===== config.mk =====
export PLATFORM = sky130hd
export DESIGN_NAME = xor_accum
export DESIGN_NICKNAME = d
export VERILOG_FILES = /design/src/rtl/xor_accum.sv
export SDC_FILE = /design/constraint.sdc
export NUM_CORES = 1
export LEC_CHECK = 0
export CORE_UTILIZATION = 28
export CTS_BUF_LIST = sky130_fd_sc_hd__clkbuf_4 sky130_fd_sc_hd__clkbuf_8
export CTS_CLUSTER_DIAMETER = 100
export CTS_CLUSTER_SIZE = 40
export DETAILED_ROUTE_END_ITERATION = 16
export GPL_TIMING_DRIVEN = 1
export PLACE_DENSITY = 0.55
export SLEW_MARGIN = 20
export SYNTH_ARGS = -nofsm -noshare
export SYNTH_HDL_FRONTEND = slang
export SYNTH_SLANG_ARGS = --single-unit
export TNS_END_PERCENT = 5

===== constraint.sdc =====
create_clock -name clk -period 3.5 [get_ports clk]
set_input_delay 0.7 -clock clk [delete_from_list [all_inputs] [get_ports clk]]
set_output_delay 0.7 -clock clk [all_outputs]
set_load 0.005 [all_outputs]

===== src/rtl/xor_accum.sv =====
// Streaming LRC: XOR-folds a frame of N-bit words, then holds LRC, parity and a
// saturating word count on a valid/ready result port until the consumer takes it.
module xor_accum #(
    parameter int N    = 8,
    parameter int CNTW = 8
) (
    input  logic            clk,
    input  logic            rst_n,
    input  logic            odd,
    input  logic            in_valid,
    output logic            in_ready,
    input  logic [N-1:0]    in_data,
    input  logic            in_last,
    output logic            out_valid,
    input  logic            out_ready,
    output logic [N-1:0]    out_lrc,
    output logic            out_parity,
    output logic [CNTW-1:0] out_count,
    output logic            out_ovf,
    output logic            state_dbg
);

    // Handshakes: a beat transfers on a cycle where valid and ready are both 1;
    // valid never waits on ready, and in_ready is forced low while in reset.
    typedef enum logic {
        ACCUM = 1'b0,
        HOLD  = 1'b1
    } state_t;

    localparam logic [CNTW-1:0] CNT_MAX = '1;

    state_t          state_q, state_d;
    logic [N-1:0]    acc_q, acc_d;
    logic [CNTW-1:0] cnt_q, cnt_d;
    logic            ovf_q, ovf_d;
    logic            valid_q, valid_d;
    logic [N-1:0]    lrc_q, lrc_d;
    logic            par_q, par_d;
    logic [CNTW-1:0] count_q, count_d;
    logic            oovf_q, oovf_d;

    logic            beat;
    logic            cnt_full;
    logic [CNTW-1:0] cnt_inc;
    logic [N-1:0]    acc_nxt;

    always_comb begin
        state_d  = state_q;
        acc_d    = acc_q;
        cnt_d    = cnt_q;
        ovf_d    = ovf_q;
        valid_d  = valid_q;
        lrc_d    = lrc_q;
        par_d    = par_q;
        count_d  = count_q;
        oovf_d   = oovf_q;

        in_ready = (state_q == ACCUM) && rst_n;
        beat     = in_valid && in_ready;
        cnt_full = (cnt_q == CNT_MAX);
        cnt_inc  = cnt_full ? cnt_q : cnt_q + CNTW'(1);
        acc_nxt  = acc_q ^ in_data;

        case (state_q)
            ACCUM: begin
                if (beat) begin
                    if (in_last) begin
                        lrc_d   = acc_nxt;
                        count_d = cnt_inc;
                        oovf_d  = ovf_q | cnt_full;
                        par_d   = (^acc_nxt) ^ odd;
                        acc_d   = '0;
                        cnt_d   = '0;
                        ovf_d   = 1'b0;
                        valid_d = 1'b1;
                        state_d = HOLD;
                    end else begin
                        acc_d   = acc_nxt;
                        cnt_d   = cnt_inc;
                        // Overflow is sticky until the frame closes.
                        ovf_d   = ovf_q | cnt_full;
                    end
                end
            end
            HOLD: begin
                if (out_ready) begin
                    valid_d = 1'b0;
                    state_d = ACCUM;
                end
            end
            default: state_d = ACCUM;
        endcase
    end

    always_ff @(posedge clk) begin
        if (!rst_n) begin
            state_q <= ACCUM;
            acc_q   <= '0;
            cnt_q   <= '0;
            ovf_q   <= 1'b0;
            valid_q <= 1'b0;
            lrc_q   <= '0;
            par_q   <= 1'b0;
            count_q <= '0;
            oovf_q  <= 1'b0;
        end else begin
            state_q <= state_d;
            acc_q   <= acc_d;
            cnt_q   <= cnt_d;
            ovf_q   <= ovf_d;
            valid_q <= valid_d;
            lrc_q   <= lrc_d;
            par_q   <= par_d;
            count_q <= count_d;
            oovf_q  <= oovf_d;
        end
    end

    assign out_valid  = valid_q;
    assign out_lrc    = lrc_q;
    assign out_parity = par_q;
    assign out_count  = count_q;
    assign out_ovf    = oovf_q;
    assign state_dbg  = (state_q == HOLD);

endmodule


======== Word level (Yosys, flattened, before mapping) ========
Cells that the tools add are included.
word-level totals
  word-level logic and storage cells ...... 36
  register bits ........................... 37
  input bits .............................. 14
operators by class
  reductions and logical operators ........ 6
  muxes and demuxes ....................... 12
  add/subtract/negate cells ............... 1
  eq/ne operators ......................... 4
  bitwise operators ....................... 4
operators by type and width
  kind                                                            number
  8-bit 2-to-1 mux                                                3
  8-bit by 1-bit adder with 8-bit output (second input constant)  1
  8-bit equality test (second input constant)                     1
  8-bit parity                                                    1
  8-bit XOR                                                       1
  1-bit 2-to-1 mux                                                7
  2-bit != test (second input constant)                           3
  3-bit AND reduction                                             2
  1-bit one-hot mux with 2 select lines                           2
  1-bit logical AND                                               2
  2-bit AND reduction                                             1
  1-bit inverter                                                  1
  1-bit OR                                                        1
  1-bit XOR                                                       1

======== Logic depth before layout (Yosys ltp) ========
Gate-level depths: netlist of run 1.
  word-level depth ........................ 5
  depth in mapped cells ................... 7

======== Least setup slack after synthesis of run 1 ========
Ideal clock, no wire load.
  path kind ............................... input to register
  start ................................... input in_data[4]
  end ..................................... register par_q (netlist: out_parity)
  path buffers ............................ 0
  required time ........................... 3.381 ns
  library setup time ...................... 0.119 ns
  data arrival time ....................... 1.604 ns
  stages on the path ...................... 5
  slack ................................... 1.777 ns
  cell sequence ........................... xor2_2 xnor2_1 xnor3_1 xnor2_1 o21ai_1
between the ends
  longest elaborated chain between the ends .. 3
ends and longest elaborated chain
  what                  RTL line  RTL
  from (decl)           12        input logic [N-1:0] in_data,
  8-bit XOR             62        acc_nxt = acc_q ^ in_data;
  8-bit parity          71        par_d = (^acc_nxt) ^ odd;
  1-bit XOR             71
  to (signal assigned)  113       par_q <= par_d;
  to (decl)             38        logic par_q, par_d;
Every way passes these cells.
A chain may end at the register's enable or synchronous reset.

======== Final worst setup path of run 1 ========
  start ................................... input rst_n
  end ..................................... output in_ready
between the ends
  longest elaborated chain between the ends .. 1
ends and longest elaborated chain
  what               RTL line  RTL
  from (decl)        8         input logic rst_n,
  1-bit logical AND  58        in_ready = (state_q == ACCUM) && rst_n;
  to (decl)          11        output logic in_ready,
Every way passes these cells.

==> results.md, run 1 <==
- For this run, the register share of the synthesized area comes to 43.0%.
- The setup total negative slack is 0 ns.
- The count of nets left with antenna violations once routing finished came out at 0.
- The final instance area is 2240 um^2.
- In this run, synthesis inferred 0 flip-flops with an integrated enable.
- Subtracting the final worst setup slack from the clock period gives 2.61 ns.
- The number of max-slew violations in the final report is 0.
- The net total in the final layout is 248.
- In the synthesized netlist the async set-or-reset flop fraction comes to 0%.
- Traced cell by cell, the critical path runs through clkdlybuf4s50_1 > nor2b_1 > clkdlybuf4s50_1.
- Ranked by total cell area, the synthesized netlist is headed by sky130_fd_sc_hd__dfxtp_1 43%, sky130_fd_sc_hd__o21ai_1 7.0%, sky130_fd_sc_hd__nand3_1 6.4%.
- The horizontal die dimension is 80.4 um.
- The post-route fraction of the period consumed by the critical path is 74.6%.
- The critical path endpoint category is a primary output.
- The number of hold buffers added after cts is 0.
- The total of endpoints with negative setup slack in the final report is 0.
- The routability-driven placement congestion ratio is 0.781.
- The clock passes through at most 2 buffers.
- Across the run, the number of max-cap violations was 0.
- Counting every instance in the synthesized netlist gives 200.
- The met2 routing resource usage after global routing is 20.2%.
- The worst pin sits at a relative slew slack of 58.1%.
- The number of setup buffers added after CTS is 0.
- The final global-route overflow total is 0.
- The power density relative to cell area is 404 nW/um^2.
- The repair_antennas step left the layout with diodes totalling 0.
- The number of global-route vias before repair was 1324.
- The number of distinct library cell variants in the gate-level netlist after synthesis is 33.
- The critical path class is in2out.
- Wires add up to 3780 um.
- The cell class contributing the biggest share of worst-path delay is buffers and inverters.
- The smallest hold slack is 0.458 ns.
- Clock-pin slew was measured on the worst setup and hold paths at 0.07 ns.
- The number of warnings issued by yosys is 0.
- The layout filler cell count is 599.
- The number of rows in the core area is 28.
- Counting every sink on the clock net gives 37.
- The achievable clock frequency is 383 MHz.
- STA puts the critical path data required time at 2.80 ns.
- Counting every net in the synthesized netlist gives 215.
- Of the cells placed in the final design, the portion with a size suffix greater than 1 is 6.41%.
- For the final database, setup skew stands at 0.00390 ns.
- The wire length of the first global-routing pass is 6290 um.
- STA classifies the critical path startpoint as an input pin.
- VDD sags by at most 151 uV.
- The routed layout has 1466 vias.
- The worst min-delay path category is reg2reg.
- In the post-route analysis, the smallest setup slack over all paths is 0.890 ns.
- The total DRC errors in the routed layout is 0.
- The detailed router finished its first iteration with 38 violations.
- The area of the mapped netlist is 1720 um^2.
- The die covers 6470 um^2.
- The count of buffers from port buffering is 34.
- For this run, the leading register cell type out of synthesis is sky130_fd_sc_hd__dfxtp_1.
- At the pin with the least slew margin, the transition time is 0.627 ns.
- The first TritonRoute pass finished after 4 iterations.
- The routed length per instance is 12.2 um.
- The combined global-route utilization of all metal layers is 12.9%.
- sky130_fd_sc_hd__dfxtp_1 takes more of the synthesized area than any other cell.
- The cell sitting at the root of the clock tree is a sky130_fd_sc_hd__clkbuf_8.
- The run finished with clean final reports.
- The number of H-tree levels is 2.
- The HPWL after detailed placement is 2620 um.
- The worst slack at placement is 0.895 ns.
- The global-route layer with the greatest usage is met2.
- Of all nets on the critical path, the largest fanout is 4.
- The total power is 0.903 mW.
- The later pin in the worst-skew pair is clocked with a latency of 0.29 ns.
- The standard cell with the maximum stage delay on the critical path is sky130_fd_sc_hd__clkdlybuf4s50_1.
- The die span in y is 80.4 um.
- The most prevalent standard cell on the critical path is sky130_fd_sc_hd__clkdlybuf4s50_1.
- The global-route track usage on met1 is 16.3%.
- The number of storage elements in the synthesis netlist is 37.
- The initial antenna violation count is 0.
- The maximum number of pins on one net before global-route repair is 39.
- After clock tree synthesis, the repair step resized 0 gates.
- The layout overhead on the synthesized area is 29.9%.
- The final-report hold violation count came to 0.
- The global routing met3 resource utilization is 3.98%.
- For this design the static power due to leakage is 0.760 nW.
- The number of primary I/O pins is 35.
- The buffering stage count on the worst path with inverters included is 2.
- Setup repair after global routing left no endpoint under its margin.
- Once placement finished, the instance area stood at 2130 um^2.
- In this design, the stage delay of the slowest critical-path cell is 0.52 ns.
- TritonCTS built the clock tree.
- The core region is 5920 um^2.
- Buffers inserted during clock tree synthesis total 5.
- The share of the synthesized area in the top cell type is 43.0%.
- The initial cell density of the core is 29.1%.
- After detailed routing, the number of vias per cell comes to 4.74.
- In this run the mean area of a mapped cell was 8.61 um^2.
- The critical path arrival is 1.91 ns.
## final cells by class
class	count	area, um^2	area share (%)
clock inverters	1	5.00	0.224
flip-flops and latches	37	741	33.1
repair buffers	38	370	16.6
well taps	75	93.8	4.20
multi-input cells	151	930	41.6
clock buffers	7	96.3	4.31
## cells by family (layout without fill, tap and decap cells)
group           Yosys count  after routing  share of synthesized area [%]
compound gates           53             53                           18.0
flops                    37             37                           43.0
xor+xnor                 19             19                           11.3
mux                       2              2                           1.16
simple gates             76             76                           22.8
fa+ha+maj                 1              1                          0.727
buf+inv                  12             46                           2.98
## flip-flops by register name, summed over array words and instances, names as in the netlist
register and flops:
cnt_q 8, out_count 8, ovf_q 1, state_dbg 1, acc_q 8, out_lrc 8, out_valid 1, out_parity 1
out_ovf 1
## worst paths after layout
kind / from / to / slack [ns] / cells after the start
worst max-delay path: rst_n / in_ready / 0.89 / 3
worst min-delay path: out_valid / out_valid / 0.46 / 2
worst max register to register: state_dbg / out_ovf / 1.87 / 6
worst min register to register: out_valid / out_valid / 0.46 / 2
## Yosys cell counts, types with 2 or more instances
master	count
sky130_fd_sc_hd__nand2b_1	2
sky130_fd_sc_hd__nand3_1	22
sky130_fd_sc_hd__nor2_1	8
sky130_fd_sc_hd__nand3b_1	7
sky130_fd_sc_hd__mux2i_1	2
sky130_fd_sc_hd__o21ai_1	24
sky130_fd_sc_hd__buf_2	5
sky130_fd_sc_hd__dfxtp_1	37
sky130_fd_sc_hd__nand2_1	20
sky130_fd_sc_hd__and2_1	2
sky130_fd_sc_hd__and3b_1	2
sky130_fd_sc_hd__o21ai_0	7
sky130_fd_sc_hd__nor3_1	2
sky130_fd_sc_hd__clkbuf_1	7
sky130_fd_sc_hd__o31ai_1	2
sky130_fd_sc_hd__xnor2_1	12
sky130_fd_sc_hd__or3_1	2
sky130_fd_sc_hd__nor2b_1	5
sky130_fd_sc_hd__xor2_1	4
sky130_fd_sc_hd__a21boi_1	10
sky130_fd_sc_hd__a21oi_1	6
## metal layers
layer,wire length [um],vias up
met1,1900,670
met4,60,0
met3,167,4
met5,0,-
li1,-,767
met2,1660,25
## layout by cell type (no fill, tap or decap), types with 4 or more instances in the layout
| master | n |
|---|---|
| sky130_fd_sc_hd__xnor2_1 | 12 |
| sky130_fd_sc_hd__nand2_1 | 20 |
| sky130_fd_sc_hd__nor2b_1 | 5 |
| sky130_fd_sc_hd__buf_4 | 4 |
| sky130_fd_sc_hd__xor2_1 | 4 |
| sky130_fd_sc_hd__dfxtp_1 | 37 |
| sky130_fd_sc_hd__a21oi_1 | 6 |
| sky130_fd_sc_hd__o21ai_1 | 24 |
| sky130_fd_sc_hd__a21boi_1 | 10 |
| sky130_fd_sc_hd__nand3b_1 | 7 |
| sky130_fd_sc_hd__nand3_1 | 22 |
| sky130_fd_sc_hd__clkdlybuf4s50_1 | 34 |
| sky130_fd_sc_hd__o21ai_0 | 7 |
| sky130_fd_sc_hd__nor2_1 | 8 |
| sky130_fd_sc_hd__clkbuf_8 | 7 |
## stage by stage
step,std cells,util (%)
2_1_floorplan,200,-
3_5_place_dp,301,36.1
4_1_cts,309,37.8
5_1_grt,309,37.8
3_3_place_gp,301,36.1
6_report,309,37.8
## report_power, final
part | total, mW | internal (mW) | switching, mW
Clock | 0.330 | 0.178 | 0.152
Sequential | 0.445 | 0.436 | 0.00903
Combinational | 0.129 | 0.0727 | 0.0565
Total | 0.903 | 0.686 | 0.217
## worst reg2reg max path: cells and delay by family, from the launching register on
kind                   cells  cell delay (ns)
AO/OA/AOI/OAI              1             0.05
buffers and inverters      2             0.50
AND/OR/NAND/NOR            3             0.63
flip-flops                 1             0.34
(Power assumes the default switching activity.)
==> run 2: changes to the inputs <==
Clock period 3.5 ns to 2.7 ns, I/O delays scaled along.
==> run 2 against run 1 <==
Against the previous run: sequential power up 30%; worst hold slack worse by 0.0018 ns; cell count up 0.65%; die area unchanged; setup slack worse by 0.46 ns; combinational power up 33%; critical endpoint unchanged; largest cell class unchanged; highest routed layer unchanged.
==> results.md, run 2 (synthesis gave the netlist of run 1 again) <==
- The startpoint class of the critical path is an input pin.
- The total of endpoints with negative setup slack in the final report is 0 (unchanged).
- The routed length per instance is 12.3 um (+0.49%).
- The layout filler cell count came to 628 (+4.8%).
- The fraction of power consumed by sequential logic is 51.2% (+2.0 points).
- The required time at the endpoint of the critical path is 2.16 ns (-0.64 ns).
- Setup repair after global routing left no endpoint under its margin.
- The final-report hold violation count is 0 (unchanged).
- The worst setup path is captured at a primary output.
- The initial antenna violation count is 0 (unchanged).
- The routability-driven placement congestion ratio is 0.751 (-3.9%).
- The maximum fanout along the worst path is 3 (-1).
- The post-route minimum period is 2.27 ns.
- The CTS buffer count is 5 (unchanged).
- The total wire length after detailed routing was 3830 um (+1.1%).
- The slew of the pin with the lowest slew margin is 0.552 ns (-0.0750 ns).
- The share of layout cells above drive strength 1 was 7.20% (+0.79 points).
- The final worst slack was 0.430 ns (-0.460 ns).
- The total number of clock tree sinks is 37 (unchanged).
- The setup clock skew after layout is 0.00363 ns (-0.000267 ns).
- Relative to the synthesized area, the layout overhead comes to 30.6%.
- The total DRC errors in the routed layout is 0 (unchanged).
- The run finished with clean final reports.
- The internal portion of total power is 0.851 mW (+24%).
- The instance count after placement with tap cells included was 303 (+0.66%).
- The number of primary I/O pins is 35 (unchanged).
- The count of buffers from port buffering came to 34 (unchanged).
- The number of rows in the core area is 28 (unchanged).
- The post-route fraction of the period consumed by the critical path is 84.1%.
- The number of setup buffers added after CTS is 0 (unchanged).
- The first-pass iteration count of the detailed router is 6 (+2).
- The die span in y is 80.4 um (unchanged).
- The final instance area is 2250 um^2 (+0.56%).
- The worst ir drop on vdd is 214 uV (+41%).
- The switching component of the power is 0.277 mW (+28%).
- The relative slew slack came to 63.0% (+5.0 points).
- The number of maximum-capacitance violations is 0 (unchanged).
- The HPWL after detailed placement is 2790 um (+6.6%).
- The net total in the final layout was 250 (+0.81%).
- The power density relative to cell area is 502 nW/um^2 (+24%).
- Derived from the worst setup path, the maximum achievable clock frequency is 440 MHz.
- The number of design-rule violations left by the first detailed-router iteration is 67 (+76%).
- The reported leakage power was 0.770 nW (+1.3%).
- The share of total power in the clock network was 33.7% (-2.8 points).
- The setup total negative slack was 0 ns (unchanged).
- The post-route antenna net violation count is 0 (unchanged).
- The combinational group share of total power is 15.2% (+0.9 points).
- The critical path arrival is 1.73 ns (-0.18 ns).
- The number of H-tree levels is 2 (unchanged).
- The number of resized instances in the post-cts repair step came to 0 (unchanged).
- The horizontal die dimension is 80.4 um (unchanged).
- The critical path class is in2out.
- The number of hold buffers added after cts is 0 (unchanged).
- The detailed-route via count is 1441 (-1.7%).
- The min-delay analysis places its worst path in the category reg2reg.
- The commonest non-fill, non-tap cell in the layout is sky130_fd_sc_hd__dfxtp_1.
- The worst slack at placement is 0.338 ns (-0.557 ns).
- The area after detailed placement is 2160 um^2 (+1.3%).
- The clock network latency to the later pin of the worst-skew pair came to 0.29 ns (about the same).
- The number of diodes is 0 (unchanged).
- The final global-route overflow total is 0 (unchanged).
- The switching power as a share of total power came to 24.5% (+0.52 points).
- The number of global-route vias before repair is 1366 (+3.2%).
- The total power came to 1.13 mW (+25%).
- The area enclosed by the die boundary is 6470 um^2 (unchanged).
- The number of buffers on the longest clock path is 2 (unchanged).
- The final cell count without fillers is 311 (+0.65%).
- The maximum number of pins on one net before global-route repair was 33 (-15%).
- The wire length of the first global-routing pass is 6410 um (+2.0%).
- The core outline area is 5920 um^2 (unchanged).
- The clock tree from TritonCTS is built.
- The number of max-slew violations in the final report is 0 (unchanged).
- The initial cell density of the core is 29.1% (unchanged).
- The utilization after layout is 38.0% (+0.21 points).
- The smallest hold slack came to 0.456 ns (-0.00178 ns).
- The average vias per placed instance is 4.63 (-2.3%).
- The library cells used most frequently in the layout, excluding fill and tap cells, are 37 x sky130_fd_sc_hd__dfxtp_1, 34 x sky130_fd_sc_hd__clkdlybuf4s50_1, 24 x sky130_fd_sc_hd__o21ai_1.
- The clock-pin slew on the worst setup and hold paths is 0.07 ns (about the same).
- The combined global-route utilization of all metal layers is 13.0% (+0.14 points).
- The cell sitting at the root of the clock tree is a sky130_fd_sc_hd__clkbuf_8.
-- run 2: cell count changes in the layout (fill, tap and decap cells not counted) --
| cell | previous run | this run |
|---|---|---|
| sky130_fd_sc_hd__clkbuf_4 | 0 | 1 |
| sky130_fd_sc_hd__buf_4 | 4 | 5 |
| sky130_fd_sc_hd__clkbuf_8 | 7 | 5 |
| sky130_fd_sc_hd__buf_12 | 0 | 1 |
| sky130_fd_sc_hd__clkinv_2 | 1 | 2 |
-- run 2: area by class of cell --
type,count,area (um^2),share of cell area [%]
Multi-Input combinational cell,151,930,41.3
Clock inverter,2,10.0,0.445
Clock buffer,6,76.3,3.39
Timing Repair Buffer,40,398,17.7
Tap cell,75,93.8,4.17
Sequential cell,37,741,32.9
-- run 2: final timing paths --
path,from,to,slack (ns),cells past startpoint
setup / recovery,rst_n,in_ready,0.43,3
hold / removal,out_lrc[4],out_lrc[4],0.46,2
setup reg to reg,cnt_q[0],out_count[1],1.07,5
hold reg to reg,out_lrc[4],out_lrc[4],0.46,2
-- run 2: critical path, stage by stage --
cell                              delay (ns)
sky130_fd_sc_hd__clkdlybuf4s50_1        0.50
sky130_fd_sc_hd__nor2b_1                0.17
sky130_fd_sc_hd__clkdlybuf4s50_1        0.51
-- run 2: metal layers --
metal	vias to the layer above	part of all wire, %	GRT usage (%)
met5	-	0	0
met3	6	4.0	3.41
met4	0	1.6	4.29
li1	761	-	-
met1	645	50	17.8
met2	29	44	19.7
-- run 2: power groups by stage --
| stage | clock [mW] | combinational, mW | sequential, mW |
|---|---|---|---|
| detailed placement | 0 | 0.173 | 0.590 |
| global route | 0.420 | 0.188 | 0.580 |
| CTS | 0.401 | 0.174 | 0.577 |
| global placement | 0 | 0.173 | 0.590 |
| finish | 0.380 | 0.171 | 0.577 |
| floorplan | 0 | 0.0934 | 0.589 |
==> run 3: changes to the inputs <==
Settings changed: PLACE_DENSITY 0.55 to 0.57.
Clock period 2.7 ns to 2.05 ns, I/O delays scaled along.
==> run 3 against run 2 <==
Against the previous run: core utilization is 0.91 points higher; die area stayed put; first-iteration DRC count is 46% higher; non-clock buffer count is 8 higher; clock-buffer cell count is 1 higher; worst hold slack hardly changed.
==> results.md, run 3 (synthesis gave the netlist of run 1 again) <==
- The clock network latency to the later pin of the worst-skew pair is 0.29 ns (about the same).
- The number of maximum-capacitance violations was 0 (unchanged).
- The flow ran to the end, and the final reports show no timing, DRC or antenna violations.
- The number of global-route vias before repair is 1277 (-6.5%).
- The number of H-tree levels is 2 (unchanged).
- The commonest non-fill, non-tap cell in the layout is sky130_fd_sc_hd__dfxtp_1.
- The area enclosed by the die boundary came to 6470 um^2 (unchanged).
- The achievable clock frequency is 497 MHz.
- In the layout the commonest cells are 37 x sky130_fd_sc_hd__dfxtp_1, 34 x sky130_fd_sc_hd__clkdlybuf4s50_1, 24 x sky130_fd_sc_hd__o21ai_1.
- The footprint of the multi-input gates came to 932 um^2 (+0.27%).
- The required time at the endpoint of the critical path came to 1.64 ns (-0.52 ns).
- The utilization after layout came to 38.9% (+0.91 points).
- The root buffer cell is sky130_fd_sc_hd__clkbuf_8.
- The count of buffers from port buffering is 34 (unchanged).
- The slew of the pin with the lowest slew margin is 0.451 ns (-0.101 ns).
- The final worst slack is 0.0395 ns (-0.390 ns).
- The critical path endpoint category is a primary output.
- The share of layout cells above drive strength 1 came to 10.3% (+3.1 points).
- The setup clock skew after layout was 0.00303 ns (-0.000597 ns).
- The die span in y came to 80.4 um (unchanged).
- The worst ir drop on vdd is 232 uV (+8.6%).
- The area growth from synthesis to layout is 33.7%.
- The number of rows in the core area is 28 (unchanged).
- The routed length per instance was 12.0 um (-2.5%).
- The initial antenna violation count is 0 (unchanged).
- The critical path is of the in2out type.
- The number of diodes came to 0 (unchanged).
- The hold path startpoint is out_valid.
- The post-route antenna net violation count came to 0 (unchanged).
- The relative slew slack was 69.8% (+6.8 points).
- The HPWL after detailed placement is 2780 um (about the same).
- Subtracting the final worst setup slack from the clock period gives 2.01 ns.
- The final cell count without fillers came to 318 (+2.3%).
- The startpoint identified for the worst register-to-register timing path is cnt_q[0].
- The net total in the final layout is 258 (+3.2%).
- The total wire length after detailed routing was 3820 um (-0.26%).
- The final instance area is 2300 um^2 (+2.4%).
- The reported leakage power is 0.802 nW (+4.1%).
- The number of primary I/O pins is 35 (unchanged).
- The instance count after placement with tap cells included came to 311 (+2.6%).
- The critical path arrival is 1.60 ns (-0.13 ns).
- The total of endpoints with negative setup slack in the final report is 0 (unchanged).
- The routability-driven placement congestion ratio came to 0.812 (+8.2%).
- The total DRC errors in the routed layout is 0 (unchanged).
- The number of max-slew violations in the final report is 0 (unchanged).
- The worst slack at placement is -0.00961 ns (-0.348 ns).
- The combined global-route utilization of all metal layers was 12.6% (-0.43 points).
- The core outline area is 5920 um^2 (unchanged).
- The final-report hold violation count is 0 (unchanged).
- The horizontal die dimension came to 80.4 um (unchanged).
- The number of design-rule violations left by the first detailed-router iteration is 98 (+46%).
- The average vias per placed instance is 4.60 (-0.64%).
- The critical path starts at rst_n.
- The initial cell density of the core is 29.1% (unchanged).
- The number of hold buffers added after cts is 0 (unchanged).
- The CTS buffer count came to 5 (unchanged).
- The clock tree from TritonCTS is built.
- The smallest hold slack is 0.456 ns (+0.000472 ns).
- The total number of clock tree sinks is 37 (unchanged).
- The number of buffers on the longest clock path came to 2 (unchanged).
- The power density relative to cell area was 660 nW/um^2 (+31%).
- The area after detailed placement is 2210 um^2 (+2.2%).
- The layout filler cell count is 609 (-3.0%).
- The worst setup path is launched from an input pin.
- The detailed-route via count is 1464 (+1.6%).
- The worst min-delay path category is reg2reg.
- The maximum fanout along the worst path is 4 (+1).
- The flip-flop and latch area is 741 um^2 (unchanged).
- The clock-pin slew on the worst setup and hold paths is 0.07 ns (about the same).
- The wire length of the first global-routing pass was 6150 um (-4.0%).
- The final critical path takes up 98.1% of the cycle.
- The maximum number of pins on one net before global-route repair is 27 (-18%).
- The first-pass iteration count of the detailed router came to 4 (-2).
- The final global-route overflow total is 0 (unchanged).
## run 3: cell count changes in the layout (fill, tap and decap cells not counted)
| cell | previous run | this run |
|---|---|---|
| sky130_fd_sc_hd__buf_12 | 1 | 0 |
| sky130_fd_sc_hd__buf_4 | 5 | 14 |
| sky130_fd_sc_hd__clkbuf_8 | 5 | 6 |
| sky130_fd_sc_hd__clkinv_2 | 2 | 0 |
| sky130_fd_sc_hd__nor2b_1 | 5 | 4 |
| sky130_fd_sc_hd__nor2b_2 | 0 | 1 |
## run 3: power by group
part	switching, mW	total, mW	internal [mW]
Sequential	0.0156	0.760	0.744
Clock	0.243	0.523	0.280
Combinational	0.0995	0.236	0.137
Total	0.358	1.52	1.16
## run 3: final timing paths
kind                                     end  slack (ns)  cells after the start
worst max-delay path                in_ready        0.04                      3
worst min-delay path               out_valid        0.46                      2
worst max register to register  out_count[5]        0.41                      6
worst min register to register     out_valid        0.46                      2
## run 3: through the flow
step | TNS [ns] | total power, mW
global route | -0.00496 | 1.60
global placement | 0 | 1.01
finish | 0 | 1.52
floorplan | 0 | 0.899
CTS | 0 | 1.53
detailed placement | -0.00961 | 1.01
## run 3: timing repair
item / in CTS / in global routing
setup endpoints to repair: 0 / 1
gates resized for setup: 0 / 1
setup buffers: 0 / 0
## run 3: cell type report
type | count | share of cell area [%]
clock buffers | 7 | 3.91
multi-input cells | 151 | 40.5
flip-flops and latches | 37 | 32.2
well taps | 75 | 4.08
repair buffers | 48 | 19.3
## run 3: worst max-delay path: stages
cell                              delay (ns)
sky130_fd_sc_hd__clkdlybuf4s50_1        0.52
sky130_fd_sc_hd__nor2b_2                0.17
sky130_fd_sc_hd__clkdlybuf4s50_1        0.50
## run 3: routing by layer
| layer | wire, um | part of all wire, % | global-route usage [%] |
|---|---|---|---|
| met3 | 131 | 3.4 | 2.84 |
| met4 | 63 | 1.7 | 5.36 |
| met1 | 2000 | 52 | 17.1 |
| met2 | 1630 | 43 | 19.0 |
| met5 | 0 | 0 | 0 |
